File: src/rtl/vend_ctrl_param.sv
// Parametrised vending controller: credit accumulation, multi-item vend, serial change/refund.
// Latency: every output is registered; a response appears the cycle after the causing input edge.
// Backpressure: change coins advance only on change_valid_o && change_ready_i; while the hopper
//   stalls, the offered code is held and new coins are rejected.
// Ports: clk_i/reset_i (async, active-high); coin_i, vend_req_i, item_i, cancel_i, change_ready_i in;
//   dispense_o, item_o, change_valid_o, change_coin_o, credit_o, coin_reject_o, insufficient_o, busy_o out.
module vend_ctrl_param #(
  parameter int NUM_ITEMS  = 4,
  parameter int CREDIT_W   = 5,
  parameter int MAX_CREDIT = 20,
  parameter logic [NUM_ITEMS*CREDIT_W-1:0] PRICES = {5'd10, 5'd8, 5'd6, 5'd4},
  localparam int ITEM_W    = $clog2(NUM_ITEMS)
) (
  input  logic                clk_i,
  input  logic                reset_i,
  input  logic [2:0]          coin_i,
  input  logic                vend_req_i,
  input  logic [ITEM_W-1:0]   item_i,
  input  logic                cancel_i,
  input  logic                change_ready_i,
  output logic                dispense_o,
  output logic [ITEM_W-1:0]   item_o,
  output logic                change_valid_o,
  output logic [1:0]          change_coin_o,
  output logic [CREDIT_W-1:0] credit_o,
  output logic                coin_reject_o,
  output logic                insufficient_o,
  output logic                busy_o
);

  typedef enum logic [1:0] {S_COLLECT, S_VEND, S_CHANGE} state_t;

  state_t              r_state;
  logic [CREDIT_W-1:0] r_credit;
  logic                r_dispense;
  logic [ITEM_W-1:0]   r_item;
  logic                r_change_valid;
  logic [1:0]          r_change_coin;
  logic                r_reject;
  logic                r_insuf;
  logic                r_busy;

  state_t              w_state_nxt;
  logic [CREDIT_W-1:0] w_credit_nxt;
  logic [ITEM_W-1:0]   w_item_nxt;
  logic                w_reject_nxt;
  logic                w_insuf_nxt;
  logic [CREDIT_W-1:0] w_coin_val;
  logic                w_coin_onehot;
  logic [CREDIT_W-1:0] w_coin_add;
  logic [CREDIT_W:0]   w_sum;
  logic [CREDIT_W-1:0] w_price;
  logic                w_item_ok;

  // Largest coin not exceeding the remaining credit: quarter, dime, nickel.
  function automatic logic [1:0] greedy_code(input logic [CREDIT_W-1:0] c);
    if (c >= CREDIT_W'(5))      return 2'b11;
    else if (c >= CREDIT_W'(2)) return 2'b10;
    else if (c != '0)           return 2'b01;
    else                        return 2'b00;
  endfunction

  function automatic logic [CREDIT_W-1:0] code_value(input logic [1:0] code);
    case (code)
      2'b01:   return CREDIT_W'(1);
      2'b10:   return CREDIT_W'(2);
      2'b11:   return CREDIT_W'(5);
      default: return '0;
    endcase
  endfunction

  always_comb begin
    w_state_nxt   = r_state;
    w_credit_nxt  = r_credit;
    w_item_nxt    = '0;
    w_reject_nxt  = 1'b0;
    w_insuf_nxt   = 1'b0;
    w_coin_val    = '0;
    w_coin_onehot = 1'b0;
    w_coin_add    = '0;
    w_sum         = '0;
    w_price       = '0;
    w_item_ok     = 1'b0;

    case (coin_i)
      3'b001:  begin w_coin_val = CREDIT_W'(1); w_coin_onehot = 1'b1; end
      3'b010:  begin w_coin_val = CREDIT_W'(2); w_coin_onehot = 1'b1; end
      3'b100:  begin w_coin_val = CREDIT_W'(5); w_coin_onehot = 1'b1; end
      default: begin w_coin_val = '0;           w_coin_onehot = 1'b0; end
    endcase

    // Out-of-range selections (possible when NUM_ITEMS is not a power of two) leave w_item_ok low.
    for (int k = 0; k < NUM_ITEMS; k++) begin
      if (item_i == k[ITEM_W-1:0]) begin
        w_price   = PRICES[k*CREDIT_W +: CREDIT_W];
        w_item_ok = 1'b1;
      end
    end

    case (r_state)
      S_COLLECT: begin
        // One extra bit so the ceiling check can never wrap.
        w_sum = {1'b0, r_credit} + {1'b0, w_coin_val};
        if (coin_i != 3'b000) begin
          if (!w_coin_onehot || (w_sum > (CREDIT_W+1)'(MAX_CREDIT))) w_reject_nxt = 1'b1;
          else                                                       w_coin_add   = w_coin_val;
        end
        w_credit_nxt = r_credit + w_coin_add;
        if (cancel_i) begin
          // Refund includes a coin accepted in the same cycle.
          if (w_credit_nxt != '0) w_state_nxt = S_CHANGE;
        end else if (vend_req_i) begin
          // Affordability is judged on the credit held before this cycle's coin.
          if (!w_item_ok || (r_credit < w_price)) begin
            w_insuf_nxt = 1'b1;
          end else begin
            w_credit_nxt = r_credit + w_coin_add - w_price;
            w_state_nxt  = S_VEND;
            w_item_nxt   = item_i;
          end
        end
      end
      S_VEND: begin
        w_reject_nxt = (coin_i != 3'b000);
        w_state_nxt  = (r_credit != '0) ? S_CHANGE : S_COLLECT;
      end
      S_CHANGE: begin
        w_reject_nxt = (coin_i != 3'b000);
        if (change_ready_i) begin
          w_credit_nxt = r_credit - code_value(r_change_coin);
          if (w_credit_nxt == '0) w_state_nxt = S_COLLECT;
        end
      end
      default: w_state_nxt = S_COLLECT;
    endcase
  end

  always_ff @(posedge clk_i or posedge reset_i) begin
    if (reset_i) begin
      r_state        <= S_COLLECT;
      r_credit       <= '0;
      r_dispense     <= 1'b0;
      r_item         <= '0;
      r_change_valid <= 1'b0;
      r_change_coin  <= 2'b00;
      r_reject       <= 1'b0;
      r_insuf        <= 1'b0;
      r_busy         <= 1'b0;
    end else begin
      r_state        <= w_state_nxt;
      r_credit       <= w_credit_nxt;
      r_dispense     <= (w_state_nxt == S_VEND);
      r_item         <= w_item_nxt;
      r_change_valid <= (w_state_nxt == S_CHANGE);
      // While stalled the credit is unchanged, so the recomputed code is the held one.
      r_change_coin  <= (w_state_nxt == S_CHANGE) ? greedy_code(w_credit_nxt) : 2'b00;
      r_reject       <= w_reject_nxt;
      r_insuf        <= w_insuf_nxt;
      r_busy         <= (w_state_nxt != S_COLLECT);
    end
  end

  assign dispense_o     = r_dispense;
  assign item_o         = r_item;
  assign change_valid_o = r_change_valid;
  assign change_coin_o  = r_change_coin;
  assign credit_o       = r_credit;
  assign coin_reject_o  = r_reject;
  assign insufficient_o = r_insuf;
  assign busy_o         = r_busy;

endmodule
File: config.mk
export PLATFORM = sky130hd
export DESIGN_NAME = vend_ctrl_param
export DESIGN_NICKNAME = d
export VERILOG_FILES = /design/src/rtl/vend_ctrl_param.sv
export SDC_FILE = /design/constraint.sdc
export NUM_CORES = 1
export LEC_CHECK = 0
export ABC_AREA = 1
export CORE_MARGIN = 10
export CORE_UTILIZATION = 54
export CTS_CLUSTER_DIAMETER = 30
export DETAILED_ROUTE_END_ITERATION = 10
export PLACE_DENSITY_LB_ADDON = 0.08
export SLEW_MARGIN = 20
export SYNTH_ARGS = -nofsm -noshare
export SYNTH_HDL_FRONTEND = slang
export SYNTH_SLANG_ARGS = --single-unit
export TNS_END_PERCENT = 1
File: constraint.sdc
create_clock -name clk_i -period 4.4 [get_ports clk_i]
set_input_delay 0.88 -clock clk_i [delete_from_list [all_inputs] [get_ports clk_i]]
set_output_delay 0.88 -clock clk_i [all_outputs]
set_load 0.01 [all_outputs]
==> results.md <==
- Number of routed nets with antenna violations: 0
- Wirelength per Cell: 15.9 µm
- IO Pins: 24
- TritonCTS clock tree: built
- Layout cells sized above 1: ~34%
- Fillers: approximately 190
- Placed Area: approximately 0.0020 mm²
- H-tree levels: 1
- Syn_area_per_cell: between 7 and 8 µm²
- Initial Utilization: a little under three fifths
- Top-area cell type share of the netlist area: 25.2%
- Most common cell in the netlist: nand2_1
- Largest net degree at the start of global routing: 17
- Area Overhead vs Synth: 44.8%
- Critical Path AT: approximately 4.5 ns
- Cells after Synth: roughly 230
- Ant. Diodes: 0
- Vias/cell: between 5 and 6
- CTS Buf Count: 3
- Final Skew: roughly 0.0063 ns
- VDD IR max: a little over 0.0007 V
- Post-route cell area: approximately 0.0023 mm²
- Yosys cell types: 32
- CP endpoint kind: register
- First-pass GRT wire length: approximately 7600 µm
- Maxcap violations: 0
- Lkg Pwr: about 1.2 nW
- Top_reg_cell synth: dfrtp_1
- Clock Path Buffers: 2
- Post-synth top area cell: dfrtp_1
- # rows: 19
- Highest Clock Rate: roughly 230 MHz
- Syn Nets: roughly 260
- Core Footprint: about 0.0028 mm²
- Startpoint Class: input port
- R2R Setup Slk: ~0.38 ns
- Register bit count reported by yosys: 16
- Via Count: ~1800
- WHS: 0.703 ns
- Final setup fails: 0
- GRT Overall Usage: between 10% and 20%
- Top post-synthesis cells by count: nand2_1 (58), inv_1 (35), nand3_1 (23), ha_1 (18), nor2_1 (18)
- I/O Buffers: 23
- Max_slew headroom: between 60 and 70%
- Final hold vios: 0
- Remaining DRCs: 0
- Post-DP HPWL: 3240 µm
- Worst-Margin Slew: between 0.5 and 0.6 ns
- CP dominant cell by count: nand2_1
- Synth area leaders: dfrtp_1 (25%), ha_1 (14%), nand2_1 (14%)
- Clk sinks: 16
- Initial antenna violation count: 0
- Max-slew violation count: 0
- DRT Pass-1 Iters: 5
- Pwr Density: slightly above 800 mW/mm²
- CP Data Required Time: between 4 and 5 ns
- Critical path's slowest cell: nor3_4
- Post-route minimum period: ~4.3 ns
- Die H: ~74 µm
- Initial drt markers: 169
- EDFF count, synth: 0
- Period utilisation layout: between 90% and 100%
- CTS clk-pin slew, worst paths: around 0.10 ns
- Max FO, Critical Path: 3
- NumNets Final: approximately 320
- Seq/Total Area, Yosys: between 20% and 30%
- Final WL: 5100 µm
- Hold Path Class: reg2reg
- Crit path kind: in2reg
- Final core utilization: ~83%
- Synth warn: 0
- DIE WIDTH: 74.3 µm
- Die Area: 0.00552 mm²
- Status: complete, no violations
- Global route total overflow: 0
- Synth Cell Area: about 0.0016 mm²
- Clk root buf: clkbuf_4
- Vias in the first global route: roughly 1700
- Post-synthesis async set-or-reset flop share: 100%
- Delay of the slowest cell on the worst path: around 0.25 ns
- Clock latency on the worst-skew pair: about 0.29 ns
- GPL Wtd Cong: roughly 0.86
-- worst max-delay path: cells and delay by family --
| kind | cells | cell delay [ns] |
|---|---|---|
| AO/OA/AOI/OAI | 2 | 0.32 |
| XOR/XNOR | 1 | 0.19 |
| AND/OR/NAND/NOR | 20 | 1.87 |
| adder cells (fa/ha/maj) | 4 | 0.73 |
| buffers and inverters | 6 | 0.52 |
-- metal layers --
layer / GRT usage, % / wire [µm] / part of all wire [%]
met3: 3.59 / 386 / 7.6
met5: 0 / 0 / 0
met4: 9.76 / 223 / 4.4
met1: 20.4 / 1970 / 39
met2: 28.4 / 2530 / 50
-- placed cells by master, fill, tap and decap left out, drive strengths merged --
cell / n
o21ai: 4
or2: 1
o2111ai: 1
xor2: 4
clkbuf: 5
nand3: 24
xnor2: 1
ha: 18
dfrtp: 16
nand2: 68
clkdlybuf4s50: 20
a21boi: 1
nor3b: 2
o211ai: 1
nor3: 2
nor2: 22
a21oi: 8
inv: 38
nand4: 3
buf: 45
fa: 3
o21a: 1
a221oi: 1
nand3b: 1
-- through the flow --
step / instances / setup TNS, ns / power, mW / worst slack [ns]
final: 321 / 0 / 1.91 / 0.0652
after global placement: 294 / -3.10 / 1.50 / -0.605
after detailed placement: 294 / -4.01 / 1.52 / -0.707
after CTS: 319 / 0 / 1.75 / 0.00276
after global routing: 321 / -0.320 / 2.09 / -0.149
after floorplan: 226 / 0 / 1.10 / 0.135
-- flip-flops by register name, indices dropped and copies added, names as in the netlist --
| name | flops |
|---|---|
| change_valid_o | 1 |
| coin_reject_o | 1 |
| r_state | 2 |
| dispense_o | 1 |
| busy_o | 1 |
| insufficient_o | 1 |
| item_o | 2 |
| credit_o | 5 |
| change_coin_o | 2 |
-- layout make-up --
type                            count  area [µm²]  area share [%]
Clock buffer                        4        36.3            1.58
Inverter                           38         143            6.20
Multi-Input combinational cell    166        1140            49.6
Sequential cell                    16         400            17.4
Tap cell                           31        38.8            1.68
Timing Repair Buffer               66         542            23.5
-- path summary, 6_finish.rpt --
| kind | start | endpoint | cells after the start |
|---|---|---|---|
| hold / removal | r_state[0] | change_valid_o | 3 |
| setup reg to reg | credit_o[1] | change_coin_o[1] | 27 |
| setup / recovery | coin_i[0] | change_coin_o[1] | 33 |
| min in group asynchronous | reset_i | r_state[0] | 2 |
| hold reg to reg | r_state[0] | change_valid_o | 3 |
| max in group asynchronous | reset_i | credit_o[0] | 2 |
-- what timing repair did --
item | CTS | global route
hold buffers | 0 | 0
setup buffers | 21 | 2
gates cloned | 0 | 0
endpoints found under the setup margin | 6 | 10
gates resized for setup | 13 | 36
pin swaps | 15 | 12
-- power by group --
part	switching [mW]	internal (mW)	total [mW]
logic	0.801	0.702	1.50
registers	0.0949	0.217	0.312
clock network	0.0476	0.0505	0.0981
-- logic make-up (layout without fill, tap and decap cells) --
logic type	count (synthesis)	in the layout	share of synthesized area (%)
compound gates	17	17	6.53
xor+xnor	5	5	3.23
fa+ha+maj	21	21	17.9
buf+inv	44	108	11.6
flops	16	16	25.2
simple gates	123	123	35.6
No activity file was read; power rests on OpenSTA's default activity.
